**src/rtl/mig_ui_adapter.sv**
```systemverilog
// mig_ui_adapter: bridges a single-beat valid/ready request port onto the MIG
// DDR3 user interface. Holds each command and write beat until the MIG takes
// it, registers read returns, limits outstanding reads with a credit counter,
// and raises a sticky error on orphan read data or a stalled UI handshake.
module mig_ui_adapter #(
    parameter int ADDR_WIDTH     = 27,
    parameter int APP_DATA_WIDTH = 256,
    parameter int MAX_READS      = 16,
    parameter int TIMEOUT        = 1023
) (
    input  logic                      clk,
    input  logic                      reset,
    input  logic                      req_valid,
    output logic                      req_ready,
    input  logic                      req_read,
    input  logic [ADDR_WIDTH-1:0]     req_addr,
    input  logic [APP_DATA_WIDTH-1:0] req_data,
    input  logic                      app_rdy,
    output logic                      app_en,
    output logic [2:0]                app_cmd,
    output logic [ADDR_WIDTH-1:0]     app_addr,
    input  logic                      app_wdf_rdy,
    output logic                      app_wdf_wren,
    output logic                      app_wdf_end,
    output logic [APP_DATA_WIDTH-1:0] app_wdf_data,
    input  logic                      app_rd_data_valid,
    input  logic [APP_DATA_WIDTH-1:0] app_rd_data,
    output logic                      rd_valid,
    output logic [APP_DATA_WIDTH-1:0] rd_data,
    output logic                      error
);

    localparam int CW = $clog2(MAX_READS) + 1;
    localparam int TW = $clog2(TIMEOUT + 1);
    localparam logic [CW-1:0] MaxReadsC = CW'(MAX_READS);
    localparam logic [TW-1:0] TimeoutC  = TW'(TIMEOUT);
    localparam logic [TW-1:0] TimeoutM1 = TW'(TIMEOUT - 1);

    logic                      cmdFull_q, cmdFull_d;
    logic                      cmdRead_q, cmdRead_d;
    logic [ADDR_WIDTH-1:0]     cmdAddr_q, cmdAddr_d;
    logic                      wdfFull_q, wdfFull_d;
    logic [APP_DATA_WIDTH-1:0] wdfData_q, wdfData_d;
    logic                      rdValid_q, rdValid_d;
    logic [APP_DATA_WIDTH-1:0] rdData_q, rdData_d;
    logic                      error_q, error_d;
    logic [CW-1:0]             readsInFlight_q, readsInFlight_d;
    logic [TW-1:0]             cmdStallCnt_q, cmdStallCnt_d;
    logic [TW-1:0]             wdfStallCnt_q, wdfStallCnt_d;

    logic cmdFree, wdfFree, credit, accept;
    logic incRead, decRead, orphan;
    logic cmdStall, wdfStall, cmdTimeout, wdfTimeout;

    // Handshake decode: a slot is free if empty or draining this cycle; the
    // credit check uses only registered state so a return frees credit next cycle.
    always_comb begin
        cmdFree    = !cmdFull_q || app_rdy;
        wdfFree    = !wdfFull_q || app_wdf_rdy;
        credit     = readsInFlight_q < MaxReadsC;
        req_ready  = cmdFree && wdfFree && credit;
        accept     = req_valid && req_ready;
        incRead    = accept && req_read;
        orphan     = app_rd_data_valid && (readsInFlight_q == '0);
        decRead    = app_rd_data_valid && !orphan;
        cmdStall   = cmdFull_q && !app_rdy;
        wdfStall   = wdfFull_q && !app_wdf_rdy;
        cmdTimeout = cmdStall && (cmdStallCnt_q >= TimeoutM1);
        wdfTimeout = wdfStall && (wdfStallCnt_q >= TimeoutM1);
    end

    // Next-state: drain slots, then let an accepted request reload them.
    always_comb begin
        cmdFull_d = cmdFull_q && !app_rdy;
        cmdRead_d = cmdRead_q;
        cmdAddr_d = cmdAddr_q;
        wdfFull_d = wdfFull_q && !app_wdf_rdy;
        wdfData_d = wdfData_q;
        if (accept) begin
            cmdFull_d = 1'b1;
            cmdRead_d = req_read;
            cmdAddr_d = req_addr;
            if (!req_read) begin
                wdfFull_d = 1'b1;
                wdfData_d = req_data;
            end
        end

        readsInFlight_d = readsInFlight_q;
        if (incRead && !decRead) begin
            readsInFlight_d = readsInFlight_q + 1'b1;
        end else if (!incRead && decRead) begin
            readsInFlight_d = readsInFlight_q - 1'b1;
        end

        rdValid_d = app_rd_data_valid;
        rdData_d  = app_rd_data_valid ? app_rd_data : rdData_q;

        cmdStallCnt_d = '0;
        if (cmdStall) begin
            cmdStallCnt_d = (cmdStallCnt_q == TimeoutC) ? cmdStallCnt_q : cmdStallCnt_q + 1'b1;
        end
        wdfStallCnt_d = '0;
        if (wdfStall) begin
            wdfStallCnt_d = (wdfStallCnt_q == TimeoutC) ? wdfStallCnt_q : wdfStallCnt_q + 1'b1;
        end

        error_d = error_q || orphan || cmdTimeout || wdfTimeout;
    end

    // State registers; reset discards pending slots and all credits at once.
    always_ff @(posedge clk or posedge reset) begin
        if (reset) begin
            cmdFull_q       <= 1'b0;
            cmdRead_q       <= 1'b0;
            cmdAddr_q       <= '0;
            wdfFull_q       <= 1'b0;
            wdfData_q       <= '0;
            rdValid_q       <= 1'b0;
            rdData_q        <= '0;
            error_q         <= 1'b0;
            readsInFlight_q <= '0;
            cmdStallCnt_q   <= '0;
            wdfStallCnt_q   <= '0;
        end else begin
            cmdFull_q       <= cmdFull_d;
            cmdRead_q       <= cmdRead_d;
            cmdAddr_q       <= cmdAddr_d;
            wdfFull_q       <= wdfFull_d;
            wdfData_q       <= wdfData_d;
            rdValid_q       <= rdValid_d;
            rdData_q        <= rdData_d;
            error_q         <= error_d;
            readsInFlight_q <= readsInFlight_d;
            cmdStallCnt_q   <= cmdStallCnt_d;
            wdfStallCnt_q   <= wdfStallCnt_d;
        end
    end

    assign app_en       = cmdFull_q;
    assign app_cmd      = {2'b00, cmdRead_q};
    assign app_addr     = cmdAddr_q;
    assign app_wdf_wren = wdfFull_q;
    assign app_wdf_end  = 1'b1;
    assign app_wdf_data = wdfData_q;
    assign rd_valid     = rdValid_q;
    assign rd_data      = rdData_q;
    assign error        = error_q;

endmodule

```
**config.mk**
```make
export PLATFORM = sky130hd
export DESIGN_NAME = mig_ui_adapter
export DESIGN_NICKNAME = d
export VERILOG_FILES = /design/src/rtl/mig_ui_adapter.sv
export SDC_FILE = /design/constraint.sdc
export NUM_CORES = 1
export LEC_CHECK = 0
export BUFFER_PORTS_ARGS = -buffer_cell sky130_fd_sc_hd__clkbuf_2
export CAP_MARGIN = 20
export CORE_AREA = 2 2 432 434
export CTS_CLUSTER_DIAMETER = 50
export CTS_CLUSTER_SIZE = 14
export DETAILED_ROUTE_END_ITERATION = 16
export DIE_AREA = 0 0 434 436
export GPL_TIMING_DRIVEN = 1
export PLACE_DENSITY = 0.3
export SLEW_MARGIN = 25
export SYNTH_ARGS = -nofsm -noshare
export SYNTH_HDL_FRONTEND = slang
export SYNTH_SLANG_ARGS = --single-unit
export TNS_END_PERCENT = 30
```
**constraint.sdc**
```tcl
create_clock -name clk -period 38.9 [get_ports clk]
set_input_delay 3.89 -clock clk [delete_from_list [all_inputs] [get_ports clk]]
set_output_delay 3.89 -clock clk [all_outputs]
set_load 0.1 [all_outputs]
```
; After elaboration in Yosys (flattened, before gate mapping)
; Index checks and enable logic that the tools add are counted.
[classes]
shifts = 0
n_eq_ne = 4
n_addsub = 4
mul = 0
n_reduce_logical = 27
mux = 9
order_cmp = 3
div = 0
n_bitwise = 1
[ops]
columns = operator, count
row1 = two-way mux 10 bit, 4
row2 = adder 10 x 1 -> 10 bit (second input constant), 2
row3 = equality test 10 bit (second input constant), 2
row4 = greater-or-equal comparator 10 bit (second input constant), 2
row5 = logical AND 1 bit, 12
row6 = two-way mux 5 bit, 2
row7 = zero test 1 bit, 7
row8 = adder 5 x 1 -> 5 bit (second input constant), 1
row9 = zero test 5 bit, 1
row10 = logical OR 1 bit, 5
row11 = < comparator 5 bit (second input constant), 1
row12 = subtractor 5 x 1 -> 5 bit (second input constant), 1
row13 = != test 2 bit (second input constant), 2
row14 = two-way mux 1 bit, 3
row15 = AND reduction 2 bit, 1
row16 = nonzero test 2 bit, 1
row17 = NOT 1 bit, 1
[word_totals]
reg_bits = 569
romBits = 0
memories = 0
latch_bits = 0
input_bits = 546
ramBits = 0
output_inout_bits = 548

; Logic depth before layout (Yosys ltp)
[logic_depth]
word_depth = 10
ltp_mapped = 11

; Least setup slack after synthesis
; No wires, ideal clock.
[synth_timing]
path_type = input-to-output
start = in app_wdf_rdy
end = out req_ready
slack_ps = 28962
t_arrival_ps = 6048
path_buffers = 0
cell_stages = 2
path_cell_list = nor2b_1 -> nor3_1
[synth_via]
elab_chain_len = 3
[synth_rtl]
columns = item, line
row1 = start: declaration, 22  ; input logic app_wdf_rdy,
row2 = logical OR 1 bit, 59  ; wdfFree = !wdfFull_q || app_wdf_rdy;
row3 = logical AND 1 bit (2 in a row), 61  ; req_ready = cmdFree && wdfFree && credit;
row4 = end: declaration, 14  ; output logic req_ready,
; No other way between the ends.

; Worst setup path in the final report
; Same ends and word-level chain as after synthesis.

==> metrics <==
DR DRC count=0; largest net degree at the start of global routing=146; layout cells sized above 1=0.626; CP endpoint kind=output port; worst skew pair latency=roughly 0.71 ns; I/O pin cnt=1094; core area=185000 um^2; Synth Area in XOR/XNOR=0.00322; hpwl dp=86.2 mm; Post-DRT Antenna Nets=0; RD Place Congestion=0.824; gate count after technology mapping=1315; max-cap violations=0; Yosys cell types=46; commonest non-fill, non-tap cell in the layout=clkbuf_2; Mean Syn Cell Area=~17 um^2; DR iter-0 viols=approximately 530; Setup Viol. Count Final=0; total iterations of the first detailed-routing run=4; final layout net count=3014; num rows=roughly 160; outcome=complete, no violations; adder-cell share of the synthesized area=0.00553; placed instance area=29900 um^2; Post-Synth Simple-Gate Area=0.0177; area grow syn2layout=54.4%; # H-tree levels=3; Port Buffers=1090; Post-CTS Setup Bufs=0; Synth area leaders=dfrtp_1 66%, mux2_2 16%, mux2_1 12%; DIE HEIGHT=436 um; post_cts resized=0; Min Hold Slack=~0.48 ns; Slew HR=0.356; post-synth top area share=0.655; type of origin of the critical path=input port; Critical Path AT=4.90 ns; worst-margin pin slew=0.966 ns; max-slew violation count=0; Setup CP Type=input port to output port; asr flop ratio synth=1.00; final wirelength=108 mm; # fillers=just over 20000; clk buf depth=3; post-synthesis mux area share=0.281; top cell type by total area after synthesis=dfrtp_1; Max Freq=114 MHz; clock skew=0.0217 ns; clock slew at reported path FFs=about 0.05 ns; post-route cell area=33600 um^2; Die X=434 um; CP max FO=4; ys flop type=dfrtp_1; Final TNS setup=0 ns; post-synthesis compound-gate area fraction=0.0117; min Tclk post-route=between 8 and 9 ns; commonest non-fill, non-tap cells in the layout=1089 x clkbuf_2, 569 x dfrtp_1, 300 x mux2_2; CTS sink count=about 570; CTS hold repair buffers=0; final worst-path cycle share=0.226; Wirelength per Cell=21.4 um; drt via density=3.16; All-Layer GR Usage=0.111; CTS tree=built; clock root buffer=clkbuf_16; first-pass GRT wire length=145 mm; Post-synth EDFFs=0; FF+latch count, synth=569; antenna violations before repair=36; register area share after synthesis=0.655; combinational family with the most area after synthesis=multiplexers; Initial Utilization=0.118; Hold WC Path Type=flop to flop; Critical Path RT=approximately 35 ns; Hold Violations, Final=0; RSZ-0062 raised after global routing=no; via count=15900; Ys Warns=0; die area=between 150000 and 200000 um^2; vias in the first global route=16600; global route overflow=0; Syn Std Cell Area=21700 um^2; CTS Buf Count=104
-- path summary, 6_finish.rpt --
kind                                         from                end  slack, ns  depth (start not counted)
worst max-delay path                  app_wdf_rdy          req_ready      30.11                          4
worst min-delay path            app_wdf_data[138]  app_wdf_data[138]       0.48                          1
worst max register to register       app_wdf_wren  app_wdf_data[253]      34.57                          6
worst min register to register  app_wdf_data[138]  app_wdf_data[138]       0.48                          1
max in group asynchronous                   reset   app_wdf_data[27]      32.53                          6
min in group asynchronous                   reset       rd_data[150]       3.28                          2
-- kinds of logic after synthesis --
family,count (synthesis)
AO/OA/AOI/OAI,38
XOR/XNOR,8
adder cells (fa/ha/maj),9
buffers and inverters,76
flip-flops,569
multiplexers,543
other,2
AND/OR/NAND/NOR,70
-- per-layer routing --
layer / GRT usage / wire length, um / up-vias
met3: 0.0410 / 8290 / 166
met2: 0.191 / 54300 / 516
li1: - / - / 7024
met5: 0 / 182 / -
met1: 0.129 / 42500 / 8161
met4: 0.0308 / 2530 / 28
-- Yosys cell counts, drive strengths merged (2+ instances only) --
cell type / count
nor3: 8
inv: 8
nand4: 3
mux2: 540
conb: 2
a21oi: 5
nor2b: 2
and4: 3
xnor2: 6
or3: 2
clkbuf: 7
o21ai: 11
dfrtp: 569
nor4: 2
nand3: 10
ha: 8
o311ai: 3
a31oi: 5
nor2: 17
a211oi: 3
nand2: 13
a21o: 3
buf: 61
and3: 4
nand2b: 2
xor2: 2
mux2i: 3
-- through the flow --
| stage | instances | setup WS, ns | util |
|---|---|---|---|
| 2_1_floorplan | 1316 | 19.09 | - |
| 3_3_place_gp | 4833 | 30.05 | 0.162 |
| 3_5_place_dp | 4833 | 30.10 | 0.162 |
| 4_1_cts | 5024 | 30.10 | 0.182 |
| 5_1_grt | 5028 | 30.04 | 0.182 |
| 6_report | 5035 | 30.11 | 0.182 |
-- critical path, cell delays in order --
cell and delay [ns]:
clkbuf_2 0.10, nor2b_1 0.11, nor3_1 0.27, clkbuf_2 0.52
-- flip-flops by register name (all words and copies together), names as in the netlist --
name             flops
app_wdf_data       256
rd_data            256
app_addr            27
cmdStallCnt_q       10
wdfStallCnt_q       10
readsInFlight_q      5
app_en               1
app_wdf_wren         1
cmdRead_q            1
error                1
rd_valid             1
-- area by class of cell --
class                      instances  area [um^2]  area share
timing repair buffer            1105         5600       0.167
multi-input combinational        671         6950       0.207
tap                             2480         3100      0.0925
inverter                           8         37.5     0.00112
clock buffer                     124         2820      0.0840
clock inverter                    67          777      0.0232
sequential                       569        14200       0.424
antenna                           11         27.5    0.000820
Power is not shown: default switching activity piles up to over one toggle a cycle in this logic, so the estimate is an artifact.
